File: config.mk
export PLATFORM = sky130hd
export DESIGN_NAME = bp_me_cache_mem_arbiter_flat
export DESIGN_NICKNAME = d
export VERILOG_FILES = /design/src/rtl/bp_me_cache_mem_arbiter_if.sv /design/src/rtl/bp_me_cache_mem_arbiter.sv /design/src/flat_wrapper.sv
export SDC_FILE = /design/constraint.sdc
export NUM_CORES = 1
export LEC_CHECK = 0
export BUFFER_PORTS_ARGS = -buffer_cell sky130_fd_sc_hd__buf_2
export CAP_MARGIN = 10
export CORE_AREA = 2 2 252 254
export DETAILED_ROUTE_END_ITERATION = 16
export DIE_AREA = 0 0 254 256
export PLACE_DENSITY = 0.3
export REMOVE_ABC_BUFFERS = 1
export SLEW_MARGIN = 20
export SYNTH_ARGS = -nofsm -noshare
export SYNTH_HDL_FRONTEND = slang
export SYNTH_SLANG_ARGS = --single-unit
File: constraint.sdc
create_clock -name clk_i -period 2.6 [get_ports clk_i]
set_input_delay 0.26 -clock clk_i [delete_from_list [all_inputs] [get_ports clk_i]]
set_output_delay 0.26 -clock clk_i [all_outputs]
set_load 0.02 [all_outputs]
File: src/rtl/bp_me_cache_mem_arbiter_if.sv
// Bundle of the command/response handshake signals between the requesting
// caches, the arbiter and the shared memory channel pair.
// slave  : arbiter view.
// master : environment view (caches plus memory), the mirror of slave.
interface bp_me_cache_mem_arbiter_if
  #(parameter int num_req_p         = 2
   ,parameter int cmd_width_p       = 128
   ,parameter int resp_width_p      = 128
   ,parameter int outstanding_els_p = 4
   );

    localparam int cnt_width_lp = $clog2(outstanding_els_p+1);

    // requester command side
    logic [num_req_p-1:0][cmd_width_p-1:0] req_cmd_i;
    logic [num_req_p-1:0]                  req_cmd_v_i;
    logic [num_req_p-1:0]                  req_cmd_ready_and_o;

    // memory command side
    logic [cmd_width_p-1:0]                mem_cmd_o;
    logic                                  mem_cmd_v_o;
    logic                                  mem_cmd_ready_and_i;

    // memory response side
    logic [resp_width_p-1:0]               mem_resp_i;
    logic                                  mem_resp_v_i;
    logic                                  mem_resp_yumi_o;

    // requester response side
    logic [resp_width_p-1:0]               req_resp_o;
    logic [num_req_p-1:0]                  req_resp_v_o;
    logic [num_req_p-1:0]                  req_resp_yumi_i;

    logic [cnt_width_lp-1:0]               outstanding_o;

    modport slave
        (input  req_cmd_i, req_cmd_v_i, mem_cmd_ready_and_i
        ,input  mem_resp_i, mem_resp_v_i, req_resp_yumi_i
        ,output req_cmd_ready_and_o, mem_cmd_o, mem_cmd_v_o
        ,output mem_resp_yumi_o, req_resp_o, req_resp_v_o, outstanding_o
        );

    modport master
        (output req_cmd_i, req_cmd_v_i, mem_cmd_ready_and_i
        ,output mem_resp_i, mem_resp_v_i, req_resp_yumi_i
        ,input  req_cmd_ready_and_o, mem_cmd_o, mem_cmd_v_o
        ,input  mem_resp_yumi_o, req_resp_o, req_resp_v_o, outstanding_o
        );

endinterface

File: src/rtl/bp_me_cache_mem_arbiter.sv
// Shares one memory command/response channel pair between num_req_p caches.
// Commands are granted round-robin and forwarded combinationally. The winner
// ID of every issued command goes into an in-order tag FIFO, and the FIFO head
// steers each memory response back to the cache that issued it.
module bp_me_cache_mem_arbiter
  #(parameter int num_req_p         = 2
   ,parameter int cmd_width_p       = 128
   ,parameter int resp_width_p      = 128
   ,parameter int outstanding_els_p = 4
   ,localparam int lg_req_lp        = (num_req_p > 1) ? $clog2(num_req_p) : 1
   )
   (input  logic                          clk_i
   ,input  logic                          reset_i
   ,bp_me_cache_mem_arbiter_if.slave      bus
   );

    localparam int lg_els_lp    = (outstanding_els_p > 1) ? $clog2(outstanding_els_p) : 1;
    localparam int cnt_width_lp = $clog2(outstanding_els_p+1);

    typedef logic [lg_req_lp-1:0] req_id_t;

    // registered state
    req_id_t                 rr_q, rr_d;
    logic                    lock_q, lock_d;
    req_id_t                 lock_id_q, lock_id_d;
    req_id_t                 tags_q [outstanding_els_p];
    req_id_t                 tags_d [outstanding_els_p];
    logic [lg_els_lp-1:0]    wptr_q, wptr_d, rptr_q, rptr_d;
    logic [cnt_width_lp-1:0] count_q, count_d;

    // combinational
    req_id_t grant, head, hi_id, lo_id;
    logic    hi_found;
    logic    any_v, full, empty;
    logic    cmd_v, push, resp_v, pop;

    assign any_v = |bus.req_cmd_v_i;
    assign full  = (count_q == cnt_width_lp'(outstanding_els_p));
    assign empty = (count_q == '0);
    assign head  = tags_q[rptr_q];

    // Round-robin search: lowest valid index at/after rr_q, else lowest valid
    // overall (the wrap). A stalled command keeps its grant while locked.
    always_comb begin
        hi_found = 1'b0;
        hi_id    = '0;
        lo_id    = '0;
        for (int j = num_req_p-1; j >= 0; j--) begin
            if (bus.req_cmd_v_i[j]) begin
                lo_id = req_id_t'(j);
                if (j >= int'(rr_q)) begin
                    hi_id    = req_id_t'(j);
                    hi_found = 1'b1;
                end
            end
        end
        if (lock_q)
            grant = lock_id_q;
        else if (hi_found)
            grant = hi_id;
        else
            grant = lo_id;
    end

    // Command path: issue only on registered not-full; outputs held at zero
    // while reset is asserted so they drop immediately on an async reset.
    assign cmd_v = reset_i & any_v & ~full;
    assign push  = cmd_v & bus.mem_cmd_ready_and_i;

    assign bus.mem_cmd_o   = bus.req_cmd_i[grant];
    assign bus.mem_cmd_v_o = cmd_v;

    // Ready goes only to the granted requester.
    always_comb begin
        bus.req_cmd_ready_and_o = '0;
        if (push)
            bus.req_cmd_ready_and_o[grant] = 1'b1;
    end

    // Response path: only the FIFO head owner sees valid; its yumi pops.
    assign resp_v = reset_i & bus.mem_resp_v_i & ~empty;
    assign pop    = resp_v & bus.req_resp_yumi_i[head];

    assign bus.req_resp_o      = bus.mem_resp_i;
    assign bus.mem_resp_yumi_o = pop;
    assign bus.outstanding_o   = count_q;

    // One-hot response valid steered by the head tag.
    always_comb begin
        bus.req_resp_v_o = '0;
        if (resp_v)
            bus.req_resp_v_o[head] = 1'b1;
    end

    // Next-state for rr pointer, grant lock and the tag FIFO.
    always_comb begin
        rr_d      = rr_q;
        lock_d    = lock_q;
        lock_id_d = lock_id_q;
        tags_d    = tags_q;
        wptr_d    = wptr_q;
        rptr_d    = rptr_q;
        count_d   = count_q;

        if (push) begin
            lock_d         = 1'b0;
            rr_d           = (grant == req_id_t'(num_req_p-1)) ? '0 : grant + req_id_t'(1);
            tags_d[wptr_q] = grant;
            wptr_d         = (wptr_q == lg_els_lp'(outstanding_els_p-1)) ? '0
                                                                         : wptr_q + lg_els_lp'(1);
        end else if (cmd_v) begin
            lock_d    = 1'b1;
            lock_id_d = grant;
        end

        if (pop)
            rptr_d = (rptr_q == lg_els_lp'(outstanding_els_p-1)) ? '0
                                                                 : rptr_q + lg_els_lp'(1);

        case ({push, pop})
            2'b10:   count_d = count_q + cnt_width_lp'(1);
            2'b01:   count_d = count_q - cnt_width_lp'(1);
            default: count_d = count_q;
        endcase
    end

    // State registers; async reset drops every in-flight tag.
    always_ff @(posedge clk_i or negedge reset_i) begin
        if (!reset_i) begin
            rr_q      <= '0;
            lock_q    <= 1'b0;
            lock_id_q <= '0;
            tags_q    <= '{default: '0};
            wptr_q    <= '0;
            rptr_q    <= '0;
            count_q   <= '0;
        end else begin
            rr_q      <= rr_d;
            lock_q    <= lock_d;
            lock_id_q <= lock_id_d;
            tags_q    <= tags_d;
            wptr_q    <= wptr_d;
            rptr_q    <= rptr_d;
            count_q   <= count_d;
        end
    end

    // A response with nothing outstanding means the memory lost sync.
    resp_without_cmd_a: assert property (@(posedge clk_i) disable iff (!reset_i)
                                         !(bus.mem_resp_v_i && empty));

endmodule

File: src/flat_wrapper.sv
// flat-port wrapper written by rule: the top's interface ports become plain ports
module bp_me_cache_mem_arbiter_flat 
#(parameter int num_req_p         = 2
   ,parameter int cmd_width_p       = 128
   ,parameter int resp_width_p      = 128
   ,parameter int outstanding_els_p = 4
   ,localparam int lg_req_lp        = (num_req_p > 1) ? $clog2(num_req_p) : 1
   )
  (clk_i, reset_i, bus_req_cmd_i, bus_req_cmd_v_i, bus_mem_cmd_ready_and_i, bus_mem_resp_i, bus_mem_resp_v_i, bus_req_resp_yumi_i, bus_req_cmd_ready_and_o, bus_mem_cmd_o, bus_mem_cmd_v_o, bus_mem_resp_yumi_o, bus_req_resp_o, bus_req_resp_v_o, bus_outstanding_o);
  bp_me_cache_mem_arbiter_if #(.num_req_p(num_req_p), .cmd_width_p(cmd_width_p), .resp_width_p(resp_width_p), .outstanding_els_p(outstanding_els_p)) bus_i ();
  input  logic clk_i;
  input  logic reset_i;
  input wire logic [$bits(bus_i.req_cmd_i)-1:0] bus_req_cmd_i;
  input wire logic [$bits(bus_i.req_cmd_v_i)-1:0] bus_req_cmd_v_i;
  input wire logic [$bits(bus_i.mem_cmd_ready_and_i)-1:0] bus_mem_cmd_ready_and_i;
  input wire logic [$bits(bus_i.mem_resp_i)-1:0] bus_mem_resp_i;
  input wire logic [$bits(bus_i.mem_resp_v_i)-1:0] bus_mem_resp_v_i;
  input wire logic [$bits(bus_i.req_resp_yumi_i)-1:0] bus_req_resp_yumi_i;
  output wire logic [$bits(bus_i.req_cmd_ready_and_o)-1:0] bus_req_cmd_ready_and_o;
  output wire logic [$bits(bus_i.mem_cmd_o)-1:0] bus_mem_cmd_o;
  output wire logic [$bits(bus_i.mem_cmd_v_o)-1:0] bus_mem_cmd_v_o;
  output wire logic [$bits(bus_i.mem_resp_yumi_o)-1:0] bus_mem_resp_yumi_o;
  output wire logic [$bits(bus_i.req_resp_o)-1:0] bus_req_resp_o;
  output wire logic [$bits(bus_i.req_resp_v_o)-1:0] bus_req_resp_v_o;
  output wire logic [$bits(bus_i.outstanding_o)-1:0] bus_outstanding_o;
  assign bus_i.req_cmd_i = bus_req_cmd_i;
  assign bus_i.req_cmd_v_i = bus_req_cmd_v_i;
  assign bus_i.mem_cmd_ready_and_i = bus_mem_cmd_ready_and_i;
  assign bus_i.mem_resp_i = bus_mem_resp_i;
  assign bus_i.mem_resp_v_i = bus_mem_resp_v_i;
  assign bus_i.req_resp_yumi_i = bus_req_resp_yumi_i;
  assign bus_req_cmd_ready_and_o = bus_i.req_cmd_ready_and_o;
  assign bus_mem_cmd_o = bus_i.mem_cmd_o;
  assign bus_mem_cmd_v_o = bus_i.mem_cmd_v_o;
  assign bus_mem_resp_yumi_o = bus_i.mem_resp_yumi_o;
  assign bus_req_resp_o = bus_i.req_resp_o;
  assign bus_req_resp_v_o = bus_i.req_resp_v_o;
  assign bus_outstanding_o = bus_i.outstanding_o;
  bp_me_cache_mem_arbiter #(.num_req_p(num_req_p), .cmd_width_p(cmd_width_p), .resp_width_p(resp_width_p), .outstanding_els_p(outstanding_els_p)) u_core (.clk_i(clk_i), .reset_i(reset_i), .bus(bus_i));
endmodule
==> impl_metrics.yaml <==
floorplan:
  die_h_microns: 256
  boundaryPins: 657
  die-area_sq_um: 65000
  rows: 92
  start_util_pct: 5.23
  core_sq_um: 62400
  fp.dieW_microns: 254
synth:
  yosysWarnings: 0
  yosysTopAreaCellShare_pct: 32.1
  ys_seq_area_share_pct: 10.7
  synth-seq-cells: 14
  synth_area_leaders: "mux2_2 (32%), buf_4 (30%), mux2_1 (14%)"
  syn_inst: 339
  synth_top_area_cell: "mux2_2"
  synth_cell_types: 26
  netlist_area_sq_um: 3260
  syn_avg_cell_area_sq_um: 9.63
timing:
  rsz0062_at_grt: "no"
  relSlewSlack_pct: 51.4
  tightestPinTransition_ns: 0.719
  report.final.slew_viol_count: 0
  post-route-period-util_pct: 92.7
  final_hold_viol_count: 0
  setup_violations: 0
  fmax_mhz: 415
  finalCriticalPeriod_ns: 2.41
  clock_skew_ns: 0.00674
  hold_ws_ns: 0.370
  tns_ns: 0
  fin_ws_ns: 0.190
hold_path:
  min_from: "bus_mem_cmd_ready_and_i"
  hold_path_class: "in2reg"
  hold_depth: 3
  hold_path_end: "u_core.lock_id_q"
global_routing:
  grt_usage_pct: 15.7
  grt_max_degree: 59
  grt_pass1_wl_mm: 61.0
  grt_pass1_vias: 3954
  antenna_found_initial: 55
  grt_overflow: 0
worst_setup_path:
  worst_setup_path_end_kind: "flip-flop"
  r2r_cells: 9
  cp_slowest_cell: "dlygate4sd3_1"
  arrival_ns: 2.58
  timing.rr.end: "u_core.bus.outstanding_o[2]"
  cp_max_fo: 7
  r2r-start: "u_core.rptr_q[0]"
  path_class: "in2reg"
  r2r_slack_ns: 0.22
  worstSetupStartpointType: "input pin"
  critPathBufInv: 3
  critPathTopFamily: "buffers and inverters"
  crit_chain: "dlygate4sd3_1 > buf_2 > o311ai_0 > nor2_1 > ha_1 > inv_1 > fa_1 > xor2_1 > nor2_1 > xor2_1"
  cpPeakStageDelay_ns: 0.53
  required_ns: 2.77
clocking:
  postCtsSetupBuffers: 0
  cts-buffers-inserted: 3
  clock_sinks: 14
  cts_tree: "done"
  h-tree-depth: 1
  root_buffer: "clkbuf_16"
  insertion_delay_ns: 0.25
  cts_buffer_depth: 2
  path_clk_slew_ns: 0.05
finish:
  mostFrequentLayoutCells: "buf_2 (400), mux2_2 (93), mux2_1 (42), dfrtp_1 (14), buf_4 (8)"
  final_util_pct: 8.87
  final_common_cell: "buf_2"
  num-fill-cells: 7447
  nets: 1012
  area_growth_pct: 69.5
  drive_above_1_share_pct: 83.7
pwr:
  power.density_nw_per_um2: 764
  vdd_ir_drop_max_mv: 0.286
  leakage_nw: 2.56
  finalPower_mw: 4.23
run_status:
  outcome: "finished clean"
drt:
  ant_nets: 0
  drt-pass1-iter-count: 4
  drt-total-wl_mm: 53.6
  drt-met1-wl_mm: 16.7
  drt_iter0_markers: 174
  vias: 4139
  vias_per_cell: 2.81
  wl_met3_mm: 16.7
  highest_layer: "met5"
  wire_per_inst_microns: 36.4
  dr_wl_met2_mm: 18.7
  route.detailed.drc: 0
placed_design:
  dpl.hpwl_mm: 50.1
  place_ws_ns: 0.218
  io_buffers: 400
  place.gp.congestion: 0.803
flow_run:
  max_cap_viol_count: 0
==> timing repair <==
action                    4_1_cts  5_1_grt
hold endpoints to repair        4        0
hold buffers                    1        0
resized for setup               0        0
==> synth_stat cells (all sizes together) <==
master	n
buf	143
mux2	135
dfrtp	14
inv	7
nor2	7
ha	6
nand2	6
and2	2
mux2i	2
nor2b	2
o21ai	2
xor2	2
a21o	1
and3	1
fa	1
mux4	1
nand2b	1
o21a	1
o311ai	1
o31ai	1
or3	1
or3b	1
xnor2	1
==> cell families after synthesis <==
| family | share of synthesized area [%] |
|---|---|
| compound gates | 1.69 |
| xor+xnor | 0.805 |
| fa+ha+maj | 2.91 |
| buf+inv | 32.9 |
| flops | 10.7 |
| mux | 47.9 |
| simple gates | 3.11 |
==> state kept, by name, summed over array words and instances (netlist names) <==
name                      count
u_core.lock_id_q              1
u_core.lock_q                 1
u_core.wptr_q                 2
u_core.tags_q                 4
u_core.rptr_q                 2
u_core.bus.outstanding_o      3
u_core.rr_q                   1
==> per-layer routing <==
| metal | global-route usage (%) | up-vias |
|---|---|---|
| met5 | 7.37 | - |
| met4 | 0.931 | 44 |
| met3 | 23.9 | 76 |
| met2 | 20.0 | 671 |
| met1 | 13.6 | 1752 |
| li1 | - | 1596 |
==> report_power, final <==
| group | switching [mW] | internal (mW) |
|---|---|---|
| clock | 0.0934 | 0.233 |
| sequential | 0.0861 | 0.323 |
| combinational | 1.97 | 1.52 |
==> final cells by class <==
type                            count  area, sq um  area share (%)
Clock buffer                        4         88.8            1.61
Antenna cell                       14         35.0           0.633
Inverter                            7         26.3           0.475
Tap cell                          846         1060            19.1
Multi-Input combinational cell    175         1840            33.3
Timing Repair Buffer              412         2130            38.5
Sequential cell                    14          350            6.33
==> worst min-delay path: stages <==
cell      delay [ns]
buf_2           0.09
nand2b_1        0.10
mux2_2          0.14
==> stage by stage <==
step	instance area [sq um]	cells
finish	5530	1472
global route	5500	1460
CTS	5500	1458
detailed placement	5400	1453
global placement	5400	1453
floorplan	2220	196
==> how the worst max path moves through the flow <==
stage	startpoint	end	slack, ns	depth (start not counted)
after floorplan	u_core.lock_q	u_core.rr_q	-2.28	3
after global placement	u_core.rptr_q[0]	u_core.bus.outstanding_o[2]	0.27	9
after detailed placement	u_core.rptr_q[0]	u_core.bus.outstanding_o[2]	0.22	9
after CTS	reset_i	u_core.bus.outstanding_o[2]	0.18	10
after global routing	reset_i	u_core.bus.outstanding_o[2]	0.05	10
final	reset_i	u_core.bus.outstanding_o[2]	0.19	10
Power figures use the tool's default switching activity.
